[config.mk]
export PLATFORM = sky130hd
export DESIGN_NAME = sobel_frame_scheduler_flat
export DESIGN_NICKNAME = d
export VERILOG_FILES = /design/src/rtl/sobel_frame_scheduler_if.sv /design/src/rtl/sobel_frame_scheduler.sv /design/src/flat_wrapper.sv
export SDC_FILE = /design/constraint.sdc
export NUM_CORES = 1
export LEC_CHECK = 0
export ABC_AREA = 1
export BUFFER_PORTS_ARGS = -buffer_cell sky130_fd_sc_hd__buf_2
export CAP_MARGIN = 0
export CORE_MARGIN = 10
export CORE_UTILIZATION = 30
export DETAILED_ROUTE_END_ITERATION = 10
export SLEW_MARGIN = 15
export SYNTH_ARGS = -nofsm -noshare
export SYNTH_HDL_FRONTEND = slang
export SYNTH_SLANG_ARGS = --single-unit
[constraint.sdc]
create_clock -name clock -period 2.8 [get_ports clock]
set_input_delay 0.56 -clock clock [delete_from_list [all_inputs] [get_ports clock]]
set_output_delay 0.56 -clock clock [all_outputs]
set_load 0.02 [all_outputs]
[src/rtl/sobel_frame_scheduler_if.sv]
// Bundle of the scheduler's source, destination, engine and status signals.
// The master modport is the scheduler's view; slave is the environment's view.
interface sobel_frame_scheduler_if;
   logic        src0_req, src1_req;
   logic        src0_empty, src1_empty;
   logic [7:0]  src0_dout, src1_dout;
   logic        src0_rd_en, src1_rd_en;
   logic        dst0_full, dst1_full;
   logic        dst0_wr_en, dst1_wr_en;
   logic [7:0]  dst0_din, dst1_din;
   logic        eng_rd_en;
   logic        eng_empty;
   logic [7:0]  eng_dout;
   logic        eng_wr_en;
   logic [7:0]  eng_din;
   logic        eng_full;
   logic        eng_done;
   logic        eng_clr;
   logic        busy;
   logic [1:0]  grant;
   logic        frame_done;
   logic        frame_src;
   logic        err;
   logic [15:0] frame_cnt0, frame_cnt1;

   modport master (
      input  src0_req, src1_req, src0_empty, src1_empty, src0_dout, src1_dout,
             dst0_full, dst1_full, eng_rd_en, eng_wr_en, eng_din, eng_done,
      output src0_rd_en, src1_rd_en, dst0_wr_en, dst1_wr_en, dst0_din, dst1_din,
             eng_empty, eng_dout, eng_full, eng_clr, busy, grant, frame_done,
             frame_src, err, frame_cnt0, frame_cnt1
   );

   modport slave (
      output src0_req, src1_req, src0_empty, src1_empty, src0_dout, src1_dout,
             dst0_full, dst1_full, eng_rd_en, eng_wr_en, eng_din, eng_done,
      input  src0_rd_en, src1_rd_en, dst0_wr_en, dst1_wr_en, dst0_din, dst1_din,
             eng_empty, eng_dout, eng_full, eng_clr, busy, grant, frame_done,
             frame_src, err, frame_cnt0, frame_cnt1
   );
endinterface

[src/rtl/sobel_frame_scheduler.sv]
// Shares one sobel engine between two grayscale sources, one whole frame at a time,
// clearing the engine first and draining unread source pixels after the engine finishes.
module sobel_frame_scheduler #(
   parameter int IMG_WIDTH  = 540,
   parameter int IMG_HEIGHT = 720,
   parameter int CLR_CYCLES = 2
) (
   input logic clock,
   input logic reset_n,
   sobel_frame_scheduler_if.master bus
);
   localparam int FRAME_PIX = IMG_WIDTH * IMG_HEIGHT;
   localparam int CNT_W     = $clog2(FRAME_PIX + 1);
   localparam int CLR_W     = $clog2(CLR_CYCLES + 1);
   localparam logic [CNT_W-1:0] PIX_MAX = CNT_W'(FRAME_PIX);

   typedef enum logic [1:0] {IDLE, CLEAR, RUN, FLUSH} state_t;

   state_t           state, state_nxt;
   logic [1:0]       grant_q;
   logic             last_src;
   logic [CNT_W-1:0] rd_cnt, wr_cnt, rd_nxt, wr_nxt;
   logic [CLR_W-1:0] clr_cnt;
   logic             wr_ovf;
   logic             eng_clr_q, frame_done_q, frame_src_q, err_q;
   logic [15:0]      frame_cnt0_q, frame_cnt1_q;

   logic             g, winner, complete, mismatch, drop_wr;
   logic             rd_sat, wr_sat, src_empty_g, dst_full_g;
   logic [7:0]       src_dout_g;
   logic             rd_en_g, wr_en_g, eng_empty_c, eng_full_c;
   logic [7:0]       eng_dout_c, dst_din_g;

   assign g           = grant_q[1];
   assign src_empty_g = g ? bus.src1_empty : bus.src0_empty;
   assign src_dout_g  = g ? bus.src1_dout  : bus.src0_dout;
   assign dst_full_g  = g ? bus.dst1_full  : bus.dst0_full;
   assign rd_sat      = (rd_cnt == PIX_MAX);
   assign wr_sat      = (wr_cnt == PIX_MAX);

   always_comb begin
      eng_empty_c = 1'b1;
      eng_full_c  = 1'b1;
      eng_dout_c  = 8'd0;
      dst_din_g   = 8'd0;
      rd_en_g     = 1'b0;
      wr_en_g     = 1'b0;
      drop_wr     = 1'b0;
      case (state)
         RUN: begin
            eng_dout_c  = src_dout_g;
            eng_empty_c = src_empty_g | rd_sat;
            eng_full_c  = dst_full_g;
            dst_din_g   = bus.eng_din;
            rd_en_g     = bus.eng_rd_en & ~(src_empty_g | rd_sat);
            wr_en_g     = bus.eng_wr_en & ~dst_full_g & ~wr_sat;
            drop_wr     = bus.eng_wr_en & ~dst_full_g & wr_sat;
         end
         FLUSH:   rd_en_g = ~src_empty_g & ~rd_sat;
         default: ;
      endcase
   end

   assign rd_nxt = rd_cnt + {{(CNT_W-1){1'b0}}, rd_en_g};
   assign wr_nxt = wr_cnt + {{(CNT_W-1){1'b0}}, wr_en_g};

   // Only a lone requester wins outright; a tie goes to the source not served last.
   assign winner = (bus.src0_req & bus.src1_req) ? ~last_src : bus.src1_req;

   // Writes dropped past a full frame also count as a mismatch, since the saturated
   // counter alone would hide them.
   assign mismatch = (state == RUN) & bus.eng_done & ((wr_nxt != PIX_MAX) | wr_ovf | drop_wr);

   always_comb begin
      state_nxt = state;
      complete  = 1'b0;
      case (state)
         IDLE:  if (bus.src0_req | bus.src1_req) state_nxt = CLEAR;
         CLEAR: if (clr_cnt == CLR_W'(CLR_CYCLES - 1)) state_nxt = RUN;
         RUN: begin
            if (bus.eng_done) begin
               if (rd_nxt < PIX_MAX) begin
                  state_nxt = FLUSH;
               end else begin
                  state_nxt = IDLE;
                  complete  = 1'b1;
               end
            end
         end
         FLUSH: begin
            if (rd_nxt == PIX_MAX) begin
               state_nxt = IDLE;
               complete  = 1'b1;
            end
         end
         default: state_nxt = IDLE;
      endcase
   end

   always_ff @(posedge clock or negedge reset_n) begin
      if (!reset_n) state <= IDLE;
      else          state <= state_nxt;
   end

   always_ff @(posedge clock or negedge reset_n) begin
      if (!reset_n) begin
         grant_q      <= 2'b00;
         last_src     <= 1'b1;
         rd_cnt       <= '0;
         wr_cnt       <= '0;
         clr_cnt      <= '0;
         wr_ovf       <= 1'b0;
         eng_clr_q    <= 1'b0;
         frame_done_q <= 1'b0;
         frame_src_q  <= 1'b0;
         err_q        <= 1'b0;
         frame_cnt0_q <= 16'd0;
         frame_cnt1_q <= 16'd0;
      end else begin
         eng_clr_q    <= (state_nxt == CLEAR);
         frame_done_q <= complete;
         rd_cnt       <= rd_nxt;
         wr_cnt       <= wr_nxt;
         if (drop_wr) wr_ovf <= 1'b1;
         if (state == CLEAR) clr_cnt <= clr_cnt + CLR_W'(1);
         if (mismatch) err_q <= 1'b1;
         if (state == IDLE && state_nxt == CLEAR) begin
            grant_q <= winner ? 2'b10 : 2'b01;
            rd_cnt  <= '0;
            wr_cnt  <= '0;
            clr_cnt <= '0;
            wr_ovf  <= 1'b0;
         end
         if (complete) begin
            grant_q     <= 2'b00;
            frame_src_q <= g;
            last_src    <= g;
            if (g) frame_cnt1_q <= frame_cnt1_q + 16'd1;
            else   frame_cnt0_q <= frame_cnt0_q + 16'd1;
         end
      end
   end

   assign bus.src0_rd_en = rd_en_g & ~g;
   assign bus.src1_rd_en = rd_en_g &  g;
   assign bus.dst0_wr_en = wr_en_g & ~g;
   assign bus.dst1_wr_en = wr_en_g &  g;
   assign bus.dst0_din   = g ? 8'd0 : dst_din_g;
   assign bus.dst1_din   = g ? dst_din_g : 8'd0;
   assign bus.eng_empty  = eng_empty_c;
   assign bus.eng_full   = eng_full_c;
   assign bus.eng_dout   = eng_dout_c;
   assign bus.eng_clr    = eng_clr_q;
   assign bus.busy       = (state != IDLE);
   assign bus.grant      = grant_q;
   assign bus.frame_done = frame_done_q;
   assign bus.frame_src  = frame_src_q;
   assign bus.err        = err_q;
   assign bus.frame_cnt0 = frame_cnt0_q;
   assign bus.frame_cnt1 = frame_cnt1_q;
endmodule

[src/flat_wrapper.sv]
// flat-port wrapper written by rule: the top's interface ports become plain ports
module sobel_frame_scheduler_flat 
#(
   parameter int IMG_WIDTH  = 540,
   parameter int IMG_HEIGHT = 720,
   parameter int CLR_CYCLES = 2
)
  (clock, reset_n, bus_src0_req, bus_src1_req, bus_src0_empty, bus_src1_empty, bus_src0_dout, bus_src1_dout, bus_dst0_full, bus_dst1_full, bus_eng_rd_en, bus_eng_wr_en, bus_eng_din, bus_eng_done, bus_src0_rd_en, bus_src1_rd_en, bus_dst0_wr_en, bus_dst1_wr_en, bus_dst0_din, bus_dst1_din, bus_eng_empty, bus_eng_dout, bus_eng_full, bus_eng_clr, bus_busy, bus_grant, bus_frame_done, bus_frame_src, bus_err, bus_frame_cnt0, bus_frame_cnt1);
  sobel_frame_scheduler_if bus_i ();
  input logic clock;
  input logic reset_n;
  input wire logic [$bits(bus_i.src0_req)-1:0] bus_src0_req;
  input wire logic [$bits(bus_i.src1_req)-1:0] bus_src1_req;
  input wire logic [$bits(bus_i.src0_empty)-1:0] bus_src0_empty;
  input wire logic [$bits(bus_i.src1_empty)-1:0] bus_src1_empty;
  input wire logic [$bits(bus_i.src0_dout)-1:0] bus_src0_dout;
  input wire logic [$bits(bus_i.src1_dout)-1:0] bus_src1_dout;
  input wire logic [$bits(bus_i.dst0_full)-1:0] bus_dst0_full;
  input wire logic [$bits(bus_i.dst1_full)-1:0] bus_dst1_full;
  input wire logic [$bits(bus_i.eng_rd_en)-1:0] bus_eng_rd_en;
  input wire logic [$bits(bus_i.eng_wr_en)-1:0] bus_eng_wr_en;
  input wire logic [$bits(bus_i.eng_din)-1:0] bus_eng_din;
  input wire logic [$bits(bus_i.eng_done)-1:0] bus_eng_done;
  output wire logic [$bits(bus_i.src0_rd_en)-1:0] bus_src0_rd_en;
  output wire logic [$bits(bus_i.src1_rd_en)-1:0] bus_src1_rd_en;
  output wire logic [$bits(bus_i.dst0_wr_en)-1:0] bus_dst0_wr_en;
  output wire logic [$bits(bus_i.dst1_wr_en)-1:0] bus_dst1_wr_en;
  output wire logic [$bits(bus_i.dst0_din)-1:0] bus_dst0_din;
  output wire logic [$bits(bus_i.dst1_din)-1:0] bus_dst1_din;
  output wire logic [$bits(bus_i.eng_empty)-1:0] bus_eng_empty;
  output wire logic [$bits(bus_i.eng_dout)-1:0] bus_eng_dout;
  output wire logic [$bits(bus_i.eng_full)-1:0] bus_eng_full;
  output wire logic [$bits(bus_i.eng_clr)-1:0] bus_eng_clr;
  output wire logic [$bits(bus_i.busy)-1:0] bus_busy;
  output wire logic [$bits(bus_i.grant)-1:0] bus_grant;
  output wire logic [$bits(bus_i.frame_done)-1:0] bus_frame_done;
  output wire logic [$bits(bus_i.frame_src)-1:0] bus_frame_src;
  output wire logic [$bits(bus_i.err)-1:0] bus_err;
  output wire logic [$bits(bus_i.frame_cnt0)-1:0] bus_frame_cnt0;
  output wire logic [$bits(bus_i.frame_cnt1)-1:0] bus_frame_cnt1;
  assign bus_i.src0_req = bus_src0_req;
  assign bus_i.src1_req = bus_src1_req;
  assign bus_i.src0_empty = bus_src0_empty;
  assign bus_i.src1_empty = bus_src1_empty;
  assign bus_i.src0_dout = bus_src0_dout;
  assign bus_i.src1_dout = bus_src1_dout;
  assign bus_i.dst0_full = bus_dst0_full;
  assign bus_i.dst1_full = bus_dst1_full;
  assign bus_i.eng_rd_en = bus_eng_rd_en;
  assign bus_i.eng_wr_en = bus_eng_wr_en;
  assign bus_i.eng_din = bus_eng_din;
  assign bus_i.eng_done = bus_eng_done;
  assign bus_src0_rd_en = bus_i.src0_rd_en;
  assign bus_src1_rd_en = bus_i.src1_rd_en;
  assign bus_dst0_wr_en = bus_i.dst0_wr_en;
  assign bus_dst1_wr_en = bus_i.dst1_wr_en;
  assign bus_dst0_din = bus_i.dst0_din;
  assign bus_dst1_din = bus_i.dst1_din;
  assign bus_eng_empty = bus_i.eng_empty;
  assign bus_eng_dout = bus_i.eng_dout;
  assign bus_eng_full = bus_i.eng_full;
  assign bus_eng_clr = bus_i.eng_clr;
  assign bus_busy = bus_i.busy;
  assign bus_grant = bus_i.grant;
  assign bus_frame_done = bus_i.frame_done;
  assign bus_frame_src = bus_i.frame_src;
  assign bus_err = bus_i.err;
  assign bus_frame_cnt0 = bus_i.frame_cnt0;
  assign bus_frame_cnt1 = bus_i.frame_cnt1;
  sobel_frame_scheduler #(.IMG_WIDTH(IMG_WIDTH), .IMG_HEIGHT(IMG_HEIGHT), .CLR_CYCLES(CLR_CYCLES)) u_core (.clock(clock), .reset_n(reset_n), .bus(bus_i));
endmodule
# Yosys cells after proc, flatten, opt, wreduce, memory -nomap -nowiden

Index checks and enable logic that the tools add are counted.

Memories: 0
Output and inout port bits: 69
Memory bits (writable): 0
ROM bits: 0
Latch bits: 0
Register bits after elaboration: 82
Bits of input ports: 35
Logic and storage cells: 91

Equality and inequality tests: 9
Bitwise gates (word level): 23
Shifts and indexed selects: 0
$lt $le $gt $ge: 1
Divide/modulo/power cells: 0
Add/subtract/negate cells: 5
Muxes and demuxes: 32
Reduce and logical (&&, ||, !) cells: 8
Multiply operators: 0

Operators by type and width:

| cell                                                                  | number |
|---|---|
| 19-bit equality test, second input constant                           | 3 |
| 8-bit two-way mux                                                     | 5 |
| 19-bit by 1-bit adder with 19-bit output                              | 2 |
| 19-bit two-way mux                                                    | 2 |
| 16-bit by 1-bit adder with 16-bit output, second input constant       | 2 |
| 2-bit two-way mux                                                     | 10 |
| 19-bit less-than comparator, second input constant                    | 1 |
| 19-bit inequality test, second input constant                         | 1 |
| 1-bit bitwise AND                                                     | 12 |
| 1-bit two-way mux                                                     | 12 |
| 2-bit case mux with 4 select lines                                    | 1 |
| 2-bit nonzero test                                                    | 4 |
| 1-bit NOT                                                             | 7 |
| 2-bit by 1-bit equality test with 1-bit output, second input constant | 3 |
| 2-bit equality test, second input constant                            | 2 |
| 1-bit OR                                                              | 4 |
| 1-bit case mux with 2 select lines                                    | 2 |
| 2-bit AND reduction                                                   | 2 |
| 2-bit by 1-bit adder with 2-bit output, second input constant         | 1 |
| 2-bit logical NOT                                                     | 1 |
| 1-bit logical AND                                                     | 1 |

# Logic depth before layout (Yosys ltp)

Gate-level depths: netlist (run 1).

Depth after elaboration: 14
Gate-level depth with buffers: 26

# Worst setup path after synthesis (run 1)

OpenSTA, ideal clock, no wires.

Path type: flip-flop to flip-flop
From: reg u_core.grant_q[1], in the netlist u_core.bus.grant[1]
To: reg u_core.frame_cnt1_q[10], in the netlist u_core.bus.frame_cnt1[10]
Clock period less this slack: 3113 ps
Arrival time: 2996 ps
Stages on the path, launching flop included: 25
Path buffers: 2
Slack: -313 ps
Library setup time: 118 ps
Cell sequence: dfrtp_1 -> buf_2 -> nor2_1 -> o22ai_1 -> inv_1 -> o211ai_1 -> inv_1 -> ha_1 -> ha_1 -> nand2_1 -> nor2_2 -> nand2_1 -> o21ai_1 -> nand2_1 -> nor2_1 -> nand2_1 -> nor2_2 -> nand2_1 -> nand2_1 -> nand3_2 -> nand2_4 -> nand2_4 -> buf_6 -> nand2_1 -> nand2_1

Word-level cells in the longest chain between the ends: 11

RTL lines:

| item                                     | RTL line                     | source |
|---|---|---|
| from (decl)                              | sobel_frame_scheduler.sv:20  | `logic [1:0] grant_q;` |
| from (signal assigned)                   | sobel_frame_scheduler.sv:128 | `grant_q <= winner ? 2'b10 : 2'b01;` |
| 1-bit two-way mux                        | sobel_frame_scheduler.sv:35  | `assign src_empty_g = g ? bus.src1_empty : bus.src0_empty;` |
| 1-bit OR                                 | sobel_frame_scheduler.sv:55  | `rd_en_g = bus.eng_rd_en & ~(src_empty_g \| rd_sat);` |
| 1-bit NOT                                | sobel_frame_scheduler.sv:55  |  |
| 1-bit bitwise AND                        | sobel_frame_scheduler.sv:55  |  |
| 1-bit case mux with 2 select lines       | sobel_frame_scheduler.sv:49  | `case (state)` |
| 19-bit by 1-bit adder with 19-bit output | sobel_frame_scheduler.sv:64  | `assign rd_nxt = rd_cnt + {{(CNT_W-1){1'b0}}, rd_en_g};` |
| 19-bit less-than comparator              | sobel_frame_scheduler.sv:82  | `if (rd_nxt < PIX_MAX) begin` |
| 1-bit two-way mux                        | sobel_frame_scheduler.sv:82  |  |
| 1-bit two-way mux                        | sobel_frame_scheduler.sv:81  | `if (bus.eng_done) begin` |
| 1-bit case mux with 2 select lines       | sobel_frame_scheduler.sv:77  | `case (state)` |
| 2-bit AND reduction (no source line) *   | --                           |  |
| to (signal assigned)                     | sobel_frame_scheduler.sv:138 | `if (g) frame_cnt1_q <= frame_cnt1_q + 16'd1;` |
| to (decl)                                | sobel_frame_scheduler.sv:26  | `logic [15:0] frame_cnt0_q, frame_cnt1_q;` |

Every way passes the cells marked *; elsewhere a longest branch is shown, timed or not.
A chain may end at the register's enable or synchronous reset.

# Worst setup path in the final report (run 1)

From: reg u_core.rd_cnt[1]
To: reg u_core.frame_cnt1_q[10], in the netlist u_core.bus.frame_cnt1[10]

Word-level cells in the longest chain between the ends: 11

RTL lines:

| item                                       | RTL line                     | source |
|---|---|---|
| from (decl)                                | sobel_frame_scheduler.sv:22  | `logic [CNT_W-1:0] rd_cnt, wr_cnt, rd_nxt, wr_nxt;` |
| from (signal assigned)                     | sobel_frame_scheduler.sv:122 | `rd_cnt <= rd_nxt;` |
| 19-bit equality test                       | sobel_frame_scheduler.sv:38  | `assign rd_sat = (rd_cnt == PIX_MAX);` |
| 1-bit OR                                   | sobel_frame_scheduler.sv:55  |  |
| 1-bit NOT                                  | sobel_frame_scheduler.sv:55  |  |
| 1-bit bitwise AND                          | sobel_frame_scheduler.sv:55  |  |
| 1-bit case mux with 2 select lines         | sobel_frame_scheduler.sv:49  |  |
| 19-bit by 1-bit adder with 19-bit output * | sobel_frame_scheduler.sv:64  |  |
| 19-bit less-than comparator                | sobel_frame_scheduler.sv:82  |  |
| 1-bit two-way mux                          | sobel_frame_scheduler.sv:82  |  |
| 1-bit two-way mux                          | sobel_frame_scheduler.sv:81  |  |
| 1-bit case mux with 2 select lines *       | sobel_frame_scheduler.sv:77  |  |
| 2-bit AND reduction (no source line) *     | --                           |  |

Marks and branches as above.

==> out/metrics.csv, run 1 <==
metric;value;unit
min_path_type;input pin to asynchronous set/reset pin;
p_per_area;566;nW/um^2
netlist_instances;712;
place.gp.congestion;0.909;
finalCritPeriodShare;1.18;
grt_pass1_wl;26.0;mm
ys.warnings.count;0;
grt_max_degree;53;
rows;47;
place_hpwl;11.1;mm
fin_nets;964;
post-place-ws;-0.696;ns
first_pass_iters;5;
maxCapViolations;0;
vias;5286;
grt_pass1_vias;5184;
worst-path-max-fanout;8;
crit_path_end_kind;flip-flop;
h-tree-depth;3;
setup_ws;-0.504;ns
vias_per_cell;4.61;
setup_tns;-17.94;ns
setup_viol;40;
fp.dieW;150;um
worstPathRequired;3.03;ns
syn_avg_cell_area;7.08;sq um
vdd_drop_max;0.375;mV
drive_above_1_share;0.351;
syn_area;5040;sq um
drtIter0Drc;372;
chipHeight;150;um
drc_errors;0;
gr-total-overflow;0;
start_util;0.305;
p_clk_frac;0.317;
cts_made_buffers;9;
avgRoutedWirePerCell;13.8;um
switchingPower;1.60;mW
synth_nets;754;
hold_ws;0.238;ns
track_usage;0.143;
insertion_delay;0.35;ns
finalClockSkew;0.00752;ns
start_kind;flip-flop;
clk_path_buf_depth;2;
ant_nets;0;
core_area;16500;sq um
ys_seq_area_frac;0.407;
cts_hold_buffers;0;
p_leak;3.75;nW
ys_ff_latch;82;
tightest_slew;0.689;ns
outcome;finished, violations left;
arrival;3.54;ns
pin_count;104;
p_int;2.63;mW
violations;setup timing;
power_frac_comb;0.366;
wl;15.9;mm
yosysUniqueCellTypes;31;
area_delta_synth_final;48.5;%
p_seq_frac;0.317;
slew_headroom;0.541;
finalCriticalPeriod;3.30;ns
swShare;0.379;
clkTransAtPathRegs;0.06;ns
hold_viol;0;
cts-root-buf;clkbuf_16;
worstSetupPathType;flip-flop to flip-flop;
clock_sinks;82;
fmax;0.303;GHz
antenna_found_initial;0;
insertedDiodeCount;0;
maxSlewViolCount;0;
io_buffers;103;
design.die.area;22400;sq um
rsz0062_at_grt;yes;
cts_tree;built;
==> cell usage after synthesis <==
| cell | count | area [sq um] |
|---|---|---|
| nor2_1 | 101 | 379 |
| or2_2 | 1 | 6.26 |
| inv_1 | 83 | 312 |
| nand3_1 | 75 | 375 |
| buf_2 | 1 | 5.00 |
| nor3b_1 | 1 | 7.51 |
| nor3_1 | 37 | 185 |
| buf_6 | 2 | 22.5 |
| nand4_1 | 17 | 106 |
| nor4_1 | 5 | 31.3 |
| nand3_2 | 1 | 10.0 |
| xnor2_1 | 16 | 140 |
| a31o_2 | 1 | 8.76 |
| xor2_1 | 31 | 272 |
| clkbuf_1 | 10 | 37.5 |
| ha_1 | 7 | 87.6 |
| a21oi_1 | 16 | 80.1 |
| o21ai_1 | 4 | 20.0 |
| dfrtp_1 | 81 | 2030 |
| nand2_1 | 197 | 739 |
| nor2_4 | 1 | 11.3 |
| o21ai_0 | 5 | 25.0 |
| dfstp_2 | 1 | 26.3 |
| nand3b_1 | 1 | 7.51 |
| o211ai_1 | 1 | 7.51 |
| nand2_4 | 3 | 33.8 |
| buf_4 | 3 | 22.5 |
| nor2_2 | 4 | 25.0 |
| inv_2 | 2 | 7.51 |
| o22ai_1 | 2 | 12.5 |
| buf_1 | 2 | 7.51 |
==> power by group through the flow <==
stage               registers (mW)  clock network [mW]  logic [mW]
floorplan                     1.38                   0       0.766
global placement              1.35                   0        1.34
detailed placement            1.35                   0        1.34
CTS                           1.34                1.37        1.46
global route                  1.35                1.41        1.71
finish                        1.34                1.34        1.55
==> worst max-delay path, stage by stage (launching register included) <==
cell and delay (ns):
dfrtp_1 0.40, nor4_4 0.31, nand4_1 0.19, o22ai_2 0.16
inv_2 0.06, o211ai_1 0.10, inv_1 0.10, ha_4 0.19
ha_4 0.18, nand2_4 0.06, nor2_4 0.05, nand2_4 0.10
buf_12 0.11, xor2_4 0.17, nand2_1 0.09, nand3_2 0.08
nand2_2 0.06, nand2_2 0.07, nand2_2 0.07, nand3_4 0.12
nand2_8 0.10, buf_12 0.14, buf_16 0.13, nand3_1 0.07
nand2_1 0.07
==> registers in the layout, summed over array words and instances (netlist names) <==
name                   cells
u_core.rd_cnt             19
u_core.wr_cnt             19
u_core.bus.frame_cnt0     16
u_core.bus.frame_cnt1     16
u_core.bus.grant           2
u_core.clr_cnt             2
u_core.state               2
u_core.bus.eng_clr         1
u_core.bus.err             1
u_core.bus.frame_done      1
u_core.bus.frame_src       1
u_core.last_src            1
u_core.wr_ovf              1
==> per-layer routing <==
layer  vias up  global-route usage  wire length, um  share of wire
met5         -                   0                0              0
met4         0              0.0461              243          0.015
met3        16              0.0320              722          0.046
met2       109               0.230             7420           0.47
met1      2477               0.185             7470           0.47
li1       2684                   -                -              -
==> area by class of cell <==
cell class,instances,area [sq um]
clock buffer,11,253
multi-input combinational,531,3030
inverter,85,319
clock inverter,5,85.1
timing repair buffer,213,1470
sequential,82,2050
fill,1612,9040
tap,220,275
==> stage by stage <==
stage	area (sq um)	std cells	total power, mW	util
final	7480	1147	4.24	0.453
after detailed placement	6480	1106	2.69	0.392
after CTS	7180	1135	4.17	0.435
after floorplan	5080	712	2.15	-
after global placement	6480	1106	2.69	0.392
after global routing	7480	1147	4.47	0.453
==> kinds of logic after synthesis <==
logic type,after synthesis,share of synthesized area
compound gates,29,0.0305
xor+xnor,47,0.0817
fa+ha+maj,7,0.0174
buf+inv,103,0.0822
flops,82,0.407
simple gates,444,0.381
==> repair_timing <==
| action | in CTS | in global routing |
|---|---|---|
| cloned | 4 | 1 |
| pin swaps | 16 | 27 |
| buffers inserted | 10 | 11 |
| gates resized for setup | 52 | 49 |
| endpoints found under the setup margin | 41 | 41 |
==> path summary, 6_finish.rpt <==
check,startpoint,end,slack [ns],cells after the start
worst min register to register,u_core.bus.err$_DFFE_PN0P_,u_core.bus.err$_DFFE_PN0P_,0.47,2
min in group clock,u_core.bus.err$_DFFE_PN0P_,u_core.bus.err$_DFFE_PN0P_,0.47,2
max in group asynchronous,reset_n,u_core.bus.grant[1]$_DFFE_PN0P_,1.93,2
worst max-delay path,u_core.rd_cnt[1]$_DFF_PN0_,u_core.bus.frame_cnt1[10]$_DFFE_PN0P_,-0.50,24
worst max register to register,u_core.rd_cnt[1]$_DFF_PN0_,u_core.bus.frame_cnt1[10]$_DFFE_PN0P_,-0.50,24
worst min-delay path,reset_n,u_core.wr_cnt[14]$_DFF_PN0_,0.24,1
==> cell usage in the layout, fill, tap and decap left out, types with 2 or more instances in the layout <==
master     count
buf_6          5
nand2_8        6
clkbuf_8       2
buf_12         6
nor2_1        95
ha_1           3
nand3_2        7
nand2_4        5
nand3_4        2
nand4_1       17
a21oi_1       13
a21oi_2        2
o21ai_0        4
xnor2_1       15
nand2_1      153
buf_4         98
dfrtp_1       80
ha_4           4
nor3_2         2
o21ai_1        4
inv_1         80
nand2_2       40
nor2_2         7
buf_2        102
nor3_1        34
nand3_1       67
bufinv_16      2
xor2_1        30
clkbuf_16      9
nor2_4         4
nor4_1         3
inv_2          5
Power figures use the tool's default switching activity.
==> run 2, diff against run 1 <==
--- a/config.mk
+++ b/config.mk
@@ -10,6 +10,7 @@
 export CAP_MARGIN = 0
 export CORE_MARGIN = 10
 export CORE_UTILIZATION = 30
+export CTS_BUF_LIST = sky130_fd_sc_hd__clkbuf_8
 export DETAILED_ROUTE_END_ITERATION = 10
 export SLEW_MARGIN = 15
 export SYNTH_ARGS = -nofsm -noshare
==> run 2 against run 1 <==
Net effect: the flow still finishes with violations (setup timing); worst setup slack improved by 0.036 ns; largest power group unchanged; cell count did not move; highest routed layer unchanged; final area fell by 2.0%; sequential share of layout area rose by 0.57 points.
==> out/metrics.csv, run 2 (same netlist as run 1, synthesis figures left out) <==
metric;value;unit;change
fin_nets;964;;unchanged
rr_endpoint;u_core.bus.frame_cnt1[11]$_DFFE_PN0P_;;
fill_cells;1637;;+1.6%
layout_commonest_cell;nand2_1;;
setup_tns;-17.18;ns;+0.758 ns
grt_pass1_wl;26.1;mm;+0.29%
fp.dieW;150;um;unchanged
grt_max_degree;53;;unchanged
p_int;2.34;mW;-11%
cts_tree;built;;
vdd_drop_max;0.312;mV;-17%
io_buffers;103;;unchanged
insertion_delay;0.38;ns;+0.03 ns
core_area;16500;sq um;unchanged
p_leak;3.71;nW;-1.0%
clock_sinks;82;;unchanged
finalCriticalPeriod;3.27;ns;-0.0364 ns
violations;setup timing;;
post-place-ws;-0.696;ns;unchanged
design.die.area;22400;sq um;unchanged
r2r_slack;-0.47;ns;+0.04 ns
first_pass_iters;4;;-1
finalCritPeriodShare;1.17;;-0.0130
min_path_type;input pin to asynchronous set/reset pin;;
p_total;3.90;mW;-8.0%
crit_path_end_kind;flip-flop;;
place_hpwl;11.1;mm;unchanged
insertedDiodeCount;0;;unchanged
fmax;0.306;GHz;+1.1%
chipHeight;150;um;unchanged
rows;47;;unchanged
vias_per_cell;4.59;;-0.51%
slew_headroom;0.544;;+0.00272
ant_nets;0;;unchanged
switchingPower;1.56;mW;-3.0%
ff2ff_path_depth;20;;-17%
place.gp.congestion;0.909;;unchanged
worstPathRequired;3.07;ns;+0.04 ns
cts-root-buf;clkbuf_8;;
maxCapViolations;0;;unchanged
rsz0062_at_grt;yes;;
tightest_slew;0.685;ns;-0.00408 ns
wl;15.9;mm;about the same
clkTransAtPathRegs;0.09;ns;+0.03 ns
cts_made_buffers;9;;unchanged
avgRoutedWirePerCell;13.8;um;about the same
vias;5259;;-0.51%
gr-total-overflow;0;;unchanged
start_util;0.305;;unchanged
power_frac_comb;0.391;;+0.025
drc_errors;0;;unchanged
drive_above_1_share;0.338;;-0.0129
final_cell_mix;nand2_1 (165), buf_2 (102), buf_4 (99), nor2_1 (94), inv_1 (81);;
worst-path-max-fanout;7;;-1
p_per_area;531;nW/um^2;-6.1%
swShare;0.399;;+0.0206
maxSlewViolCount;0;;unchanged
crit_start;u_core.rd_cnt[1]$_DFF_PN0_;;
p_seq_frac;0.344;;+0.027
worstSetupPathType;flip-flop to flip-flop;;
top_regs;u_core.rd_cnt x19, u_core.wr_cnt x19;;
antenna_found_initial;0;;unchanged
p_clk_frac;0.265;;-0.052
track_usage;0.143;;+0.000860
r2r_start;u_core.rd_cnt[1]$_DFF_PN0_;;
finalClockSkew;0.00963;ns;+0.00211 ns
endpoint;u_core.bus.frame_cnt1[11]$_DFFE_PN0P_;;
outcome;finished, violations left;;
setup_ws;-0.467;ns;+0.0364 ns
clk_path_buf_depth;2;;unchanged
drtIter0Drc;372;;unchanged
h-tree-depth;3;;unchanged
pin_count;104;;unchanged
arrival;3.54;ns;about the same
setup_viol;40;;unchanged
hold_ws;0.204;ns;-0.0339 ns
hold_viol;0;;unchanged
start_kind;flip-flop;;
area_delta_synth_final;45.5;%;
grt_pass1_vias;5171;;-0.25%
run 2: changes by cell type in the layout (fill, tap and decap cells not counted), moves of 2 or more:
cell,change
clkbuf_16,-9
clkbuf_8,+9
nand2_1,+12
nand2_2,-11
nand2_8,-2
nand3_1,-2
nand3_2,+2
run 2: layer usage:
layer,track usage,vias up,share of wire
li1,-,2680,-
met1,0.183,2451,0.46
met2,0.235,113,0.47
met3,0.0323,15,0.047
met4,0.0442,0,0.015
met5,0,-,0
run 2: final cells by class:
cell class                 instances  area (sq um)  area share
timing repair buffer             214          1490       0.203
clock inverter                     5          85.1      0.0116
sequential                        82          2050       0.280
tap                              220           275      0.0375
inverter                          85           319      0.0435
multi-input combinational        530          2960       0.404
clock buffer                      11           151      0.0206
run 2: worst min path at each step:
stage / start / endpoint / slack (ns) / cells past startpoint
2_1_floorplan: reset_n / u_core.bus.eng_clr$_DFF_PN0_ / 0.26 / 0
3_3_place_gp: u_core.bus.err$_DFFE_PN0P_ / u_core.bus.err$_DFFE_PN0P_ / 0.47 / 2
3_5_place_dp: u_core.bus.err$_DFFE_PN0P_ / u_core.bus.err$_DFFE_PN0P_ / 0.45 / 2
4_1_cts: reset_n / u_core.wr_cnt[13]$_DFF_PN0_ / 0.23 / 1
5_1_grt: reset_n / u_core.wr_cnt[10]$_DFF_PN0_ / 0.26 / 1
6_report: reset_n / u_core.wr_cnt[13]$_DFF_PN0_ / 0.20 / 1
run 2: worst max-delay path, stage by stage, from the launching register on:
cell      delay (ns)
dfrtp_1         0.42
nor4_4          0.31
nand4_1         0.20
o22ai_2         0.17
inv_2           0.06
o211ai_1        0.10
inv_1           0.10
ha_4            0.19
ha_4            0.18
buf_6           0.11
xnor2_2         0.14
o21ai_1         0.09
nor3_1          0.16
nand3_1         0.14
nor2_4          0.18
nand3_4         0.12
nand2_8         0.14
buf_12          0.14
nand2_8         0.07
nand2_2         0.10
nand2_1         0.05
run 2: through the flow:
stage,instance area [sq um],utilization,instances
floorplan,5080,-,712
global placement,6480,0.392,1106
detailed placement,6480,0.392,1106
CTS,7110,0.431,1135
global route,7330,0.444,1147
finish,7330,0.444,1147
run 2: power groups by stage:
stage                     Sequential [mW]  Combinational (mW)  Clock (mW)
after floorplan                      1.38               0.766           0
after global placement               1.35                1.34           0
after detailed placement             1.35                1.34           0
after CTS                            1.33                1.47        1.06
after global routing                 1.35                1.67        1.09
final                                1.34                1.52        1.03
run 2: what timing repair did:
| item | 4_1_cts | 5_1_grt |
|---|---|---|
| gates resized for setup | 50 | 34 |
| endpoints found under the setup margin | 41 | 43 |
| buffers inserted | 10 | 11 |
| cloned | 4 | 1 |
| pin swaps | 13 | 30 |
| hold buffers | 0 | 0 |
